**config.mk**
```make
export PLATFORM = sky130hd
export DESIGN_NAME = systolic_skew_feeder
export DESIGN_NICKNAME = d
export VERILOG_FILES = /design/src/rtl/systolic_skew_feeder.sv
export SDC_FILE = /design/constraint.sdc
export NUM_CORES = 1
export LEC_CHECK = 0
export ABC_AREA = 0
export BUFFER_PORTS_ARGS = -buffer_cell sky130_fd_sc_hd__buf_2
export CAP_MARGIN = 15
export CELL_PAD_IN_SITES_DETAIL_PLACEMENT = 1
export CELL_PAD_IN_SITES_GLOBAL_PLACEMENT = 1
export CORE_MARGIN = 5
export CORE_UTILIZATION = 38
export CTS_BUF_LIST = sky130_fd_sc_hd__clkbuf_4 sky130_fd_sc_hd__clkbuf_8
export CTS_CLUSTER_SIZE = 12
export DETAILED_ROUTE_END_ITERATION = 6
export GPL_TIMING_DRIVEN = 0
export HOLD_SLACK_MARGIN = 0.03
export PLACE_DENSITY_LB_ADDON = 0.2
export SLEW_MARGIN = 5
export SYNTH_ARGS = -nofsm -noshare
export SYNTH_HDL_FRONTEND = slang
export SYNTH_SLANG_ARGS = --single-unit
```
**constraint.sdc**
```tcl
create_clock -name clk_i -period 1.3 [get_ports clk_i]
set_input_delay 0.195 -clock clk_i [delete_from_list [all_inputs] [get_ports clk_i]]
set_output_delay 0.195 -clock clk_i [all_outputs]
set_load 0.005 [all_outputs]
```
**src/rtl/systolic_skew_feeder.sv**
```systemverilog
// Skews A columns / B rows into the diagonal wavefront of an NxN systolic grid, then drains with zeros.
// Latency: an accepted A[i][k]/B[k][i] appears on lane i 1+i cycles later; done_o 2N cycles after the last accept.
// Backpressure: in_ready_o is high only while streaming; bubbles inject zeros on every lane.
module systolic_skew_feeder #(
  parameter int N  = 4,
  parameter int DW = 32
) (
  input  logic          clk_i,
  input  logic          rst_i,
  input  logic          start_i,
  input  logic          in_valid_i,
  output logic          in_ready_o,
  input  logic [N*DW-1:0] a_col_i,
  input  logic [N*DW-1:0] b_row_i,
  output logic [N*DW-1:0] left_o,
  output logic [N*DW-1:0] up_o,
  output logic          busy_o,
  output logic          done_o
);

  localparam int KW = $clog2(N + 1);
  localparam int CW = $clog2(2 * N);

  typedef enum logic [1:0] {
    ST_IDLE,
    ST_STREAM,
    ST_DRAIN
  } state_t;

  state_t        state_q, state_d;
  logic [KW-1:0] k_q, k_d;
  logic [CW-1:0] c_q, c_d;
  logic          accept;

  assign accept = in_valid_i & in_ready_o;

  always_ff @(posedge clk_i) begin
    if (rst_i) begin
      state_q <= ST_IDLE;
      k_q     <= '0;
      c_q     <= '0;
    end else begin
      state_q <= state_d;
      k_q     <= k_d;
      c_q     <= c_d;
    end
  end

  always_comb begin
    state_d    = state_q;
    k_d        = k_q;
    c_d        = c_q;
    in_ready_o = 1'b0;
    busy_o     = 1'b0;
    done_o     = 1'b0;
    case (state_q)
      ST_IDLE: begin
        if (start_i) begin
          state_d = ST_STREAM;
          k_d     = '0;
        end
      end
      ST_STREAM: begin
        in_ready_o = 1'b1;
        busy_o     = 1'b1;
        if (in_valid_i) begin
          k_d = k_q + 1'b1;
          if (k_q == KW'(N - 1)) begin
            state_d = ST_DRAIN;
            c_d     = '0;
          end
        end
      end
      ST_DRAIN: begin
        busy_o = 1'b1;
        // Last PE captured its final MAC on the previous edge.
        if (c_q == CW'(2 * N - 1)) begin
          done_o  = 1'b1;
          state_d = ST_IDLE;
        end else begin
          c_d = c_q + 1'b1;
        end
      end
      default: state_d = ST_IDLE;
    endcase
  end

  // Lane i is an (i+1)-deep chain; identical depths on both edges keep A/B pairs aligned.
  for (genvar i = 0; i < N; i++) begin : g_lane
    logic [DW-1:0] a_stg [0:i];
    logic [DW-1:0] b_stg [0:i];

    always_ff @(posedge clk_i) begin
      if (rst_i) begin
        for (int s = 0; s <= i; s++) begin
          a_stg[s] <= '0;
          b_stg[s] <= '0;
        end
      end else begin
        a_stg[0] <= accept ? a_col_i[i*DW +: DW] : '0;
        b_stg[0] <= accept ? b_row_i[i*DW +: DW] : '0;
        for (int s = 1; s <= i; s++) begin
          a_stg[s] <= a_stg[s-1];
          b_stg[s] <= b_stg[s-1];
        end
      end
    end

    assign left_o[i*DW +: DW] = a_stg[i];
    assign up_o[i*DW +: DW]   = b_stg[i];
  end

endmodule

```
==> impl_results.md <==
- Placed cells: around 2800
- Comb pwr share: 0.117
- First-pass detailed-route iteration total: 4
- Yosys cell types: 25
- Max-Cap Viols: 0
- GP Congestion: 0.7853
- Worst Hold Class: primary input to register
- PD cells: around 1500 nW/um^2
- Failing checks: setup timing
- Clock share of power: 0.412
- Final Skew: 0.03204 ns
- Worst EP arrival: 1.61 ns
- RSZ-0062 raised after global routing: true
- Htree depth: 3
- Flops & latches, synth: 648
- Kind of critical path: register to output port
- Die Y: ~230 microns
- Root buffer cell: clkbuf_8
- Slew headroom: 0.5936
- Vias per inst: approximately 4.2
- DR DRC count: 0
- Rows: between 80 and 90
- Tcrit/Tclk final: 1.387
- CP startpoint kind: register
- Mapped cell area: about 19000 sq um
- WP data required: 1.11 ns
- Status: finished, violations left
- Layout Cells excl Fill: 3098
- Num CTS Buffers: just over 100
- Io pins: 519
- Power after layout: 0.04500 W
- Maximum clock rate: roughly 550 MHz
- CP Capture Type: output port
- Initial Util: 0.3833
- Area Overhead vs Synth: 54.65%
- Final setup margin: -0.5028 ns
- Largest area contributor in the netlist: dfxtp_1
- Final Hold Fails: 0
- Clk sinks: 648
- Final min period: 1.803 ns
- Die area: 54990 sq um
- CORE AREA: 49970 sq um
- Routed WL per cell: 21.15 microns
- Mapped Cells: 1601
- Slew @ Worst Pin: 0.6095 ns
- Vias in the first global route: 15530
- CP startpoint: c_q[0]
- Worst vdd ir: 1.006 mV
- Nets: 2607
- DR iter-0 viols: between 300 and 400
- GRT Overall Usage: 0.2132
- Sw Ratio: 0.2344
- Share of layout cells above drive strength 1: 0.5126
- Synth Warn #: 0
- Total Wirelength: 65530 microns
- GR Overflow Total: 0
- Clk buf depth: 3
- Crit Reg-Reg Startpoint: state_q[0]
- Fill count: 5013
- First-pass GRT wire length: 88510 microns
- Sequential fraction of the synthesis area: 0.6773
- Die Wd: 234.5 microns
- Internal: 0.03445 W
- Post-DP HPWL: 36410 microns
- Dominant cells by area after synthesis: dfxtp_1 (68%), nor2b_1 (13%), and2_1 (8.4%)
- Sw power: 0.01055 W
- # setup viols final: 445
- Clock latency on the worst-skew pair: 0.71 ns
- Sequential power share: 0.470
- Leakage power: roughly 13 nW
- Post-Syn Nets: 1870
- Crit path max fanout: 3
- Initial antenna violation count: 12
- Final ANT Viol Nets: 0
- DR vias: 13110
- Largest net degree at the start of global routing: 15
- CTS tree: yes
- Port Buf Inserts: 517
- Pre-CTS setup slack: -0.6123 ns
- Hold path start: rst_i
- Pins over their slew limit: 0
- Syn Area/Cell: around 12 sq um
- CTS clk-pin slew, worst paths: 0.07 ns
- Synth top area share: 0.6773
## cell type report
class                      count  area (sq um)  share of cell area
sequential                   648         13280              0.4483
timing repair buffer         827          7515              0.2537
multi-input combinational    685          5035              0.1700
clock buffer                 165          2014             0.06801
tap                          672         840.8             0.02839
buffer                        69         696.9             0.02353
clock inverter                19         195.2            0.006590
inverter                       4         22.52           0.0007604
antenna                        9         22.52           0.0007604
## state kept, by name, indices dropped and copies added, names as in the netlist
register      count
c_q               3
state_q           2
g_lane.a_stg    320
g_lane.b_stg    320
k_q               3
## power groups by stage
stage	combinational (W)	clock, W	sequential [W]
floorplan	0.00157	0	0.0214
global placement	0.00274	0	0.0214
detailed placement	0.00282	0	0.0215
CTS	0.00436	0.0187	0.0210
global route	0.00559	0.0200	0.0212
finish	0.00528	0.0185	0.0212
## synthesized netlist by cell type (all sizes together)
| library cell | number |
|---|---|
| ha | 9 |
| buf | 200 |
| nand3b | 2 |
| nor4 | 1 |
| nand2 | 1 |
| nor2 | 3 |
| clkbuf | 64 |
| nand2b | 8 |
| mux2i | 5 |
| nand4b | 2 |
| nor2b | 387 |
| a21oi | 3 |
| nand3 | 1 |
| dfxtp | 648 |
| nand4 | 1 |
| inv | 4 |
| o32ai | 1 |
| o21ai | 3 |
| a2111oi | 1 |
| and2 | 257 |
## cell families (layout without fill, tap and decap cells)
group	Yosys count	in the layout	share of synthesized area
multiplexers	5	5	0.002613
other	0	9	0
buffers and inverters	268	1084	0.09303
flip-flops	648	648	0.6773
AO/OA/AOI/OAI	8	8	0.003462
AND/OR/NAND/NOR	663	663	0.2177
adder cells (fa/ha/maj)	9	9	0.005880
## what timing repair did
action                                  CTS  global route
gates resized for setup                 187           687
endpoints found under the hold margin   269             0
gates cloned                             12            19
hold buffers                            259             0
endpoints found under the setup margin  520           521
pin swaps                                36           172
setup buffers                            14            12
## path summary, 6_finish.rpt
kind	end	slack [ns]	depth (start not counted)
setup reg to reg	g_lane[0].a_stg[0][10]	-0.49	10
hold reg to reg	g_lane[3].a_stg[0][121]	0.42	1
hold / removal	g_lane[2].a_stg[0][50]	0.17	3
setup / recovery	done_o	-0.50	4
## per-stage QoR
| stage | util | hold WS (ns) | TNS [ns] | instance area, sq um |
|---|---|---|---|---|
| after floorplan | - | 0.3167 | -0.05414 | 19230 |
| after global placement | 0.4535 | 0.3940 | -140.67 | 22660 |
| after detailed placement | 0.4535 | 0.3985 | -146.77 | 22660 |
| after CTS | 0.5709 | 0.1384 | -113.64 | 28530 |
| after global routing | 0.5928 | 0.1975 | -143.46 | 29620 |
| final | 0.5928 | 0.1737 | -105.45 | 29620 |
## worst max-delay path: stages, from the launching register on
cell     delay (ns)
dfxtp_4        0.36
ha_4           0.16
ha_4           0.15
and2_4         0.14
buf_6          0.12
## cell usage in the layout (no fill, tap or decap), types with 3 or more instances in the layout
master / count
ha_4: 6
buf_4: 6
clkbuf_4: 41
clkinv_2: 10
buf_12: 8
buf_8: 32
nand2b_1: 8
clkbuf_16: 24
diode_2: 9
nor2b_1: 384
ha_1: 3
dfxtp_4: 5
buf_6: 236
dfxtp_2: 229
dfxtp_1: 414
nor2b_4: 3
buf_16: 3
and2_1: 53
clkbuf_1: 39
and2_4: 204
dlygate4sd3_1: 259
bufinv_16: 3
buf_2: 289
inv_6: 3
clkbuf_8: 124
mux2i_1: 4
## per-layer routing
layer	routed length (microns)	vias to the layer above	global-route usage
met5	33	-	0
li1	-	6156	-
met1	22740	6314	0.2110
met3	5109	137	0.07502
met4	2422	6	0.09487
met2	35220	495	0.3998
(Power assumes the default switching activity.)
